**config.mk**
```make
export PLATFORM = sky130hd
export DESIGN_NAME = teclado_digitos
export DESIGN_NICKNAME = d
export VERILOG_FILES = /design/src/rtl/teclado_digitos.sv
export SDC_FILE = /design/constraint.sdc
export NUM_CORES = 1
export LEC_CHECK = 0
export CORE_MARGIN = 5
export CORE_UTILIZATION = 35
export DETAILED_ROUTE_END_ITERATION = 12
export GPL_TIMING_DRIVEN = 0
export PLACE_DENSITY = 0.63
export RECOVER_POWER = 100
export SLEW_MARGIN = 20
export SYNTH_ARGS = -nofsm -noshare
export SYNTH_HDL_FRONTEND = slang
export SYNTH_SLANG_ARGS = --single-unit
```
**constraint.sdc**
```tcl
create_clock -name clk -period 2.1 [get_ports clk]
set_input_delay 0.63 -clock clk [delete_from_list [all_inputs] [get_ports clk]]
set_output_delay 0.63 -clock clk [all_outputs]
set_load 0.05 [all_outputs]
```
**src/rtl/teclado_digitos.sv**
```systemverilog
// teclado_digitos
//   Scans a 4x4 active-low matrix keypad, debounces presses and releases,
//   decodes keys and accumulates decimal digits. '#' emits the accumulated
//   digits on digitos_value with a one-cycle digitos_valid strobe.
// Ports
//   clk            system clock
//   rst            synchronous reset, active-high
//   enable         1 = scan/accept keys, 0 = held at reset values
//   col_matricial  keypad columns, active-low, asynchronous
//   lin_matricial  keypad rows, active-low one-hot
//   digitos_value  packet, slot k = [4k+3:4k], slot 0 = newest digit
//   digitos_valid  one-cycle strobe qualifying digitos_value
module teclado_digitos #(
    parameter int SCAN_CYC     = 1000,       // must exceed SETTLE
    parameter int DEBOUNCE_CYC = 10000,
    parameter int TIMEOUT_CYC  = 500000000,
    parameter int MAX_DIG      = 20
) (
    input  logic                   clk,
    input  logic                   rst,
    input  logic                   enable,
    input  logic [3:0]             col_matricial,
    output logic [3:0]             lin_matricial,
    output logic [4*MAX_DIG-1:0]   digitos_value,
    output logic                   digitos_valid
);
    localparam int BW = 4*MAX_DIG;
    localparam int SW = $clog2(SCAN_CYC+1);
    localparam int DW = $clog2(DEBOUNCE_CYC+1);
    localparam int TW = $clog2(TIMEOUT_CYC+1);
    localparam logic [SW-1:0] SCAN_LAST = SW'(SCAN_CYC-1);
    localparam logic [DW-1:0] DEB_LAST  = DW'(DEBOUNCE_CYC-1);
    localparam logic [TW-1:0] TMO_LAST  = TW'(TIMEOUT_CYC-1);
    // After a row change the synchronized columns still show the previous
    // row for two cycles; hits are ignored until they reflect the new row.
    localparam logic [SW-1:0] SETTLE    = SW'(2);

    localparam logic [3:0] K_STAR = 4'hE;
    localparam logic [3:0] K_HASH = 4'hF;

    typedef enum logic [1:0] {S_SCAN, S_DEB_PRESS, S_HELD, S_DEB_REL} state_t;

    state_t          r_state, w_state_nxt;
    logic [3:0]      r_col_s1, r_col_s2;
    logic [1:0]      r_row, w_row_nxt;
    logic [SW-1:0]   r_scan_cnt, w_scan_nxt;
    logic [DW-1:0]   r_deb_cnt, w_deb_nxt;
    logic [3:0]      r_pat, w_pat_nxt;
    logic            w_accept;
    logic            r_key_vld;
    logic [3:0]      r_key, w_code;
    logic [1:0]      w_cidx;
    logic            w_hit;
    logic [BW-1:0]   r_buf, r_value;
    logic            r_valid;
    logic [TW-1:0]   r_tmo;
    logic            w_clr, w_nonempty;

    assign w_clr         = rst | ~enable;
    assign lin_matricial = ~(4'b0001 << r_row);
    assign digitos_value = r_value;
    assign digitos_valid = r_valid;
    // Digits enter at slot 0, so slot 0 is F only when the buffer is empty.
    assign w_nonempty    = (r_buf[3:0] != 4'hF);

    // Exactly one low column is a hit; column index follows.
    always_comb begin
        w_hit  = 1'b1;
        w_cidx = 2'd0;
        case (r_col_s2)
            4'b1110: w_cidx = 2'd0;
            4'b1101: w_cidx = 2'd1;
            4'b1011: w_cidx = 2'd2;
            4'b0111: w_cidx = 2'd3;
            default: w_hit  = 1'b0;
        endcase
    end

    // Key code: 0-9 digits, A-D letters, E '*', F '#'.
    always_comb begin
        w_code = 4'hA;
        case ({r_row, w_cidx})
            4'h0: w_code = 4'h1;  4'h1: w_code = 4'h2;
            4'h2: w_code = 4'h3;  4'h3: w_code = 4'hA;
            4'h4: w_code = 4'h4;  4'h5: w_code = 4'h5;
            4'h6: w_code = 4'h6;  4'h7: w_code = 4'hB;
            4'h8: w_code = 4'h7;  4'h9: w_code = 4'h8;
            4'hA: w_code = 4'h9;  4'hB: w_code = 4'hC;
            4'hC: w_code = K_STAR; 4'hD: w_code = 4'h0;
            4'hE: w_code = K_HASH; 4'hF: w_code = 4'hD;
            default: w_code = 4'hA;
        endcase
    end

    always_comb begin
        w_state_nxt = r_state;
        w_row_nxt   = r_row;
        w_scan_nxt  = r_scan_cnt;
        w_deb_nxt   = r_deb_cnt;
        w_pat_nxt   = r_pat;
        w_accept    = 1'b0;
        case (r_state)
            S_SCAN: begin
                if (w_hit && r_scan_cnt >= SETTLE) begin
                    w_state_nxt = S_DEB_PRESS;
                    w_pat_nxt   = r_col_s2;
                    w_deb_nxt   = DW'(1);   // detection cycle counts as stable
                end else if (r_scan_cnt == SCAN_LAST) begin
                    w_scan_nxt = '0;
                    w_row_nxt  = r_row + 2'd1;
                end else begin
                    w_scan_nxt = r_scan_cnt + SW'(1);
                end
            end
            S_DEB_PRESS: begin
                if (r_col_s2 != r_pat) begin
                    w_state_nxt = S_SCAN;   // scan counter kept: same row resumes
                end else if (r_deb_cnt == DEB_LAST) begin
                    w_state_nxt = S_HELD;
                    w_accept    = 1'b1;
                end else begin
                    w_deb_nxt = r_deb_cnt + DW'(1);
                end
            end
            S_HELD: begin
                if (r_col_s2 != r_pat) begin
                    w_state_nxt = S_DEB_REL;
                    w_deb_nxt   = '0;
                end
            end
            S_DEB_REL: begin
                if (w_hit) begin
                    w_state_nxt = S_HELD;
                end else if (r_deb_cnt == DEB_LAST) begin
                    w_state_nxt = S_SCAN;
                    w_scan_nxt  = '0;
                end else begin
                    w_deb_nxt = r_deb_cnt + DW'(1);
                end
            end
            default: w_state_nxt = S_SCAN;
        endcase
    end

    always_ff @(posedge clk) begin
        if (w_clr) begin
            r_col_s1   <= 4'hF;
            r_col_s2   <= 4'hF;
            r_state    <= S_SCAN;
            r_row      <= 2'd0;
            r_scan_cnt <= '0;
            r_deb_cnt  <= '0;
            r_pat      <= 4'hF;
            r_key_vld  <= 1'b0;
            r_key      <= 4'h0;
            r_buf      <= {BW{1'b1}};
            r_value    <= {BW{1'b1}};
            r_valid    <= 1'b0;
            r_tmo      <= '0;
        end else begin
            r_col_s1   <= col_matricial;
            r_col_s2   <= r_col_s1;
            r_state    <= w_state_nxt;
            r_row      <= w_row_nxt;
            r_scan_cnt <= w_scan_nxt;
            r_deb_cnt  <= w_deb_nxt;
            r_pat      <= w_pat_nxt;
            r_key_vld  <= w_accept;
            r_key      <= w_code;
            r_valid    <= 1'b0;
            // Key actions outrank the timeout; letters fall through untouched.
            if (r_key_vld && r_key <= 4'd9) begin
                r_buf <= {r_buf[BW-5:0], r_key};
                r_tmo <= '0;
            end else if (r_key_vld && r_key == K_STAR) begin
                r_buf <= {BW{1'b1}};
                r_tmo <= '0;
            end else if (r_key_vld && r_key == K_HASH) begin
                if (w_nonempty) begin
                    r_value <= r_buf;
                    r_valid <= 1'b1;
                end
                r_buf <= {BW{1'b1}};
                r_tmo <= '0;
            end else if (w_nonempty) begin
                if (r_tmo == TMO_LAST) begin
                    r_buf <= {BW{1'b1}};
                    r_tmo <= '0;
                end else begin
                    r_tmo <= r_tmo + TW'(1);
                end
            end else begin
                r_tmo <= '0;
            end
        end
    end
endmodule
```
# After elaboration in Yosys (flattened, before gate mapping)
# Memories as Yosys holds them, arrays and structs flattened. A register that Yosys moved wholly into a read port is not among the register bits.
# Index checks and enable logic that the tools add are counted.
dict set report op_classes {
  n_addsub 4
  multipliers 0
  div_mod_pow 0
  magnitude_cmp 2
  eq_ne 22
  n_shift 1
  muxes 27
  bitwise_logic 9
  reduce_logical 19
}
# operator count
set op_table {}
lappend op_table {{80-bit 2-to-1 mux} 5}
lappend op_table {{14-bit 2-to-1 mux} 5}
lappend op_table {{14-bit one-hot mux with 4 select lines} 1}
lappend op_table {{10-bit 2-to-1 mux} 4}
lappend op_table {{29-bit by 1-bit adder with 29-bit output (second input constant)} 1}
lappend op_table {{29-bit == test (second input constant)} 1}
lappend op_table {{4-bit == test (second input constant)} 5}
lappend op_table {{10-bit one-hot mux with 2 select lines} 1}
lappend op_table {{4-bit AND reduction} 4}
lappend op_table {{14-bit by 1-bit adder with 14-bit output (second input constant)} 1}
lappend op_table {{14-bit == test (second input constant)} 1}
lappend op_table {{2-bit 2-to-1 mux} 6}
lappend op_table {{2-bit != test (second input constant)} 6}
lappend op_table {{10-bit by 1-bit adder with 10-bit output (second input constant)} 1}
lappend op_table {{10-bit == test (second input constant)} 1}
lappend op_table {{10-bit by 2-bit >= comparator with 1-bit output (second input constant)} 1}
lappend op_table {{2-bit one-hot mux with 4 select lines} 1}
lappend op_table {{4-bit nonzero test} 2}
lappend op_table {{4-bit OR reduction} 2}
lappend op_table {{1-bit NOT} 7}
lappend op_table {{3-bit != test (second input constant)} 2}
lappend op_table {{2-bit one-hot mux with 3 select lines} 1}
lappend op_table {{6-bit OR reduction} 1}
lappend op_table {{2-bit == test (second input constant)} 2}
lappend op_table {{other kinds (16)} 22}
dict set report word_totals {
  reg_bits 231
  latch_bits 0
  mem_bits_rw 0
  mem_bits_ro 64
  input_bits 7
  out_inout_bits 85
  mem_count 1
}
# name words width rd rd_clocked_by_memory_dff write_ports line
set mem_list {}
lappend mem_list {{(name not given)} 16 4 1 1 0 82} ;# case ({r_row, w_cidx})

# Depth between registers and ports, before layout
dict set report logic_depth {
  depth_word 6
  depth_mapped 9
}

# Least setup slack after synthesis
# Ideal clock, no wire load.
dict set report synth_timing {
  path_type {reg-to-reg}
  startpoint {register r_scan_cnt[0]}
  endpoint {register r_row[1]}
  arrival_time_ps 1802
  required_ps 1972
  slack_ps 170
  stages_incl_launch_ff 9
  synth_period_minus_slack_ps 1930
  path_cell_list {dfxtp_1 inv_1 ha_1 nor4_1 nand3_1 o21a_1 or4_1 mux2i_1 nor2_1}
}
dict set report synth_between {
  elab_chain_len 4
}
# element line
set synth_rtl {}
lappend synth_rtl {{start: declaration} 46} ;# logic [SW-1:0] r_scan_cnt, w_scan_nxt;
lappend synth_rtl {{start signal: assignment} 165} ;# r_scan_cnt <= w_scan_nxt;
lappend synth_rtl {{10-bit by 2-bit >= comparator with 1-bit output} 104} ;# if (w_hit && r_scan_cnt >= SETTLE) begin
lappend synth_rtl {{1-bit logical AND} 104}
lappend synth_rtl {{1-bit NOT (no line)} --}
lappend synth_rtl {{3-bit AND reduction (no line) (*)} --}
lappend synth_rtl {{end signal: assignment} 164} ;# r_row <= w_row_nxt;
lappend synth_rtl {{end: declaration} 45} ;# logic [1:0] r_row, w_row_nxt;
# Mark *: on every way between the ends. The rest lies on a longest branch, timed or not.
# A chain may end at the register's enable or synchronous reset.

# Worst setup path in the final report
dict set report layout_timing {
  startpoint {register r_row[0]}
  endpoint {output lin_matricial[2]}
}
dict set report layout_between {
  elab_chain_len 2
}
# element line
set layout_rtl {}
lappend layout_rtl {{1-bit by 2-bit left shift with 4-bit output} 60} ;# assign lin_matricial = ~(4'b0001 << r_row);
lappend layout_rtl {{4-bit NOT} 60}
lappend layout_rtl {{end: declaration} 23} ;# output logic [3:0] lin_matricial,
# Every way passes these cells.

==> summary.txt <==
Status: completed
Slew margin rel.: 56.35%
Routed wire length: 21120 µm
Most Crowded Layer GR: met2
Reg2reg start: r_deb_cnt[0]
Fin. max-slew vios: 0
M3 GR Usage: 3.182%
Detail Route Antenna Nets: 0
Post-CTS Hold Buffers: 0
CTS HTree Levels: 1
CTS Root Cell: clkbuf_16
FF+latch count, synth: 235
Hold crit path type: reg2reg
Req. time, crit path: 1.47 ns
Maxcap violations: 0
WP data arrival: 1.44 ns
Switching part of the total power: 21.27%
Post-synth top flop: dfxtp_1
Worst r2r dst: r_deb_cnt[5]
Setup violators final: 0
Final #Nets: 1116
# fillers: 2450
Final period util: 98.37%
DP HPWL: 14660 µm
DRT iter0 DRCs: 476
Area of the multi-input gates: 0.004036 mm²
Global route overflow: 0
Internal power: 0.007029 W
RSZ-0062 raised after global routing: yes
Drt drc: 0
Hold Vio Cnt, Final: 0
Crit-path max FO: 4
Drt first pass iters: 4
EDFF count, synth: 0
Clk pwr share: 47.8%
Vias/cell: 5.002
Crit path launch type: register
FF-to-FF path depth: 8
Critical Path End Type: primary output
DP Worst Slack: -0.8045 ns
Comb power frac: 2.2%
Synth area leader: dfxtp_1
N_diodes: 0
Met1 Use GR: 20.37%
Ys async rst share: 0%
Global Route Usage Sum: 14.20%
Hold Path Cell Cnt: 1
Synthesis warning total: 0
Clock Path Buffers: 3
Vias: 7228
Skew-Pair Late Insertion Delay: 0.53 ns
Met2 global-route usage: 22.18%
Avg WL per Cell: 14.62 µm
Clock Skew: 0.01965 ns
Die outline area: 0.02887 mm²
Largest net degree at the start of global routing: 15
I/O pins: 92
Final worst slack: 0.03433 ns
Hold_sp: r_col_s1[0]
Hold endpoint: r_col_s2[0]
Area Overhead vs Synth: 26.31%
Area fraction of the dominant cell type after synthesis: 52.57%
Hold slack: 0.4062 ns
Slew @ Worst Pin: 0.6504 ns
PD cells: 789.9 mW/mm²
CTS tree: yes
Total area of sequential cells: 0.004723 mm²
Flop2flop setup slack: 0.06 ns
WS Path Type: reg2out
Core area: 0.02518 mm²
Vias in the first global route: 6815
CTS Buf Count: 25
Maximum VDD drop: 0.0005575 V
CTS clock-pin slew for the worst setup and hold paths: 0.06 ns
Crit path time final: 2.066 ns
Leading cell type by number of instances after synthesis: dfxtp_1
LEAKAGE: 4.275 nW
Synth area leaders: dfxtp_1 53%, nand2_1 8.1%, o22a_1 7.7%
Fmax: 484.1 MHz
P_sw: 0.001899 W
Starting Density: 35.54%
Sequential share of power: 50.0%
Register area share after synthesis: 52.57%
Synth Net Count: 984
Syn Inst Count: 964
# clock sinks: 235
Synth top cells by count: 235 x dfxtp_1, 192 x nand2_1, 108 x nand3_1, 79 x o22a_1, 59 x nor2_1
Initial antenna violation count: 0
Die outline width: 169.9 µm
RD Place Congestion: 0.8114
Synthesized cell area: 0.008949 mm²
FP Rows: 58
Syn_area_per_cell: 9.283 µm²
Synth cell types: 64
Port Buffers: 91
Chip Height: 169.9 µm
Global-route wire length before repair: 34500 µm
Share of layout cells above drive strength 1: 13.72%
-- layer usage --
layer / up-vias / wire length [µm] / share of wire, %
li1: 3656 / - / -
met2: 150 / 9274 / 44
met1: 3396 / 10520 / 50
met5: - / 0 / 0
met3: 26 / 1013 / 4.8
met4: 0 / 311 / 1.5
-- stage by stage --
| stage | TNS, ns | instance area (µm²) | std cells | total power, W | utilization, % |
|---|---|---|---|---|---|
| 6_report | 0 | 11300 | 1445 | 0.008929 | 44.89 |
| 5_1_grt | -0.3488 | 11300 | 1445 | 0.009271 | 44.89 |
| 4_1_cts | -0.05438 | 11130 | 1437 | 0.009044 | 44.20 |
| 3_5_place_dp | -129.61 | 10270 | 1385 | 0.004742 | 40.79 |
| 3_3_place_gp | -131.26 | 10270 | 1385 | 0.004741 | 40.79 |
| 2_1_floorplan | 0 | 8949 | 964 | 0.004685 | - |
-- kinds of logic after synthesis --
kind of cell / after synthesis / share of synthesized area [%]
adder cells (fa/ha/maj): 13 / 1.818
XOR/XNOR: 36 / 3.607
AO/OA/AOI/OAI: 158 / 14.43
AND/OR/NAND/NOR: 441 / 22.97
multiplexers: 6 / 0.6712
flip-flops: 235 / 52.57
buffers and inverters: 75 / 3.929
-- layout by cell type (no fill, tap or decap), types with 6 or more instances in the layout --
master           count
o31ai_1              6
clkbuf_1            36
dlygate4sd2_1       59
xor2_1              20
dfxtp_1            226
clkdlybuf4s50_1      6
clkdlybuf4s15_1     15
buf_4               18
buf_2                7
o21ai_0             13
mux2i_1              6
clkbuf_8             7
clkbuf_16           25
ha_1                 9
nand2_1            191
nand2b_1            11
nor2_1              57
nand3_1            107
a31oi_1             10
a21oi_1             11
and3_1              11
xnor2_1             15
o211ai_1             7
nor3_1               6
dfxtp_2              6
buf_6                7
o22a_1              79
nand4_1             17
clkbuf_2            18
inv_1                8
-- how the worst max path moves through the flow --
stage,from,to,slack [ns],depth (start not counted)
after detailed placement,enable,digitos_value[76],-0.80,6
after floorplan,r_scan_cnt[0],r_row[1],0.17,8
final,r_row[0],lin_matricial[2],0.03,5
after CTS,r_row[0],lin_matricial[0],-0.03,5
after global routing,r_row[0],lin_matricial[2],-0.04,5
after global placement,enable,r_state[0],-0.80,6
-- cell type report --
type | count | share of cell area [%]
clock buffer | 36 | 6.254
multi-input combinational | 654 | 35.71
inverter | 14 | 0.4871
tap | 330 | 3.653
clock inverter | 10 | 0.9077
sequential | 235 | 41.79
timing repair buffer | 108 | 8.302
buffer | 58 | 2.900
-- state kept, by name, indices dropped and copies added (netlist names), 4 cells and up --
| register | count |
|---|---|
| r_pat | 4 |
| r_key | 4 |
| r_col_s1 | 4 |
| digitos_value | 80 |
| r_tmo | 29 |
| r_col_s2 | 4 |
| r_buf | 80 |
| r_scan_cnt | 10 |
| r_deb_cnt | 14 |
-- power groups by stage --
stage	Sequential [W]	Combinational [W]	Clock, W
detailed placement	0.00457	0.000172	0
global route	0.00447	0.000213	0.00459
global placement	0.00457	0.000171	0
floorplan	0.00457	0.000116	0
finish	0.00447	0.000194	0.00427
CTS	0.00447	0.000185	0.00439
-- what timing repair did --
item,4_1_cts,5_1_grt
setup buffers,6,10
cloned,0,1
resized for setup,139,78
pin swaps,3,12
endpoints found under the setup margin,283,185
-- critical path, stage by stage, from the launching register on --
cell and delay, ns:
dfxtp_2 0.35, buf_8 0.12, inv_4 0.07, ha_2 0.19
inv_2 0.04, buf_6 0.14
(Power assumes the default switching activity.)
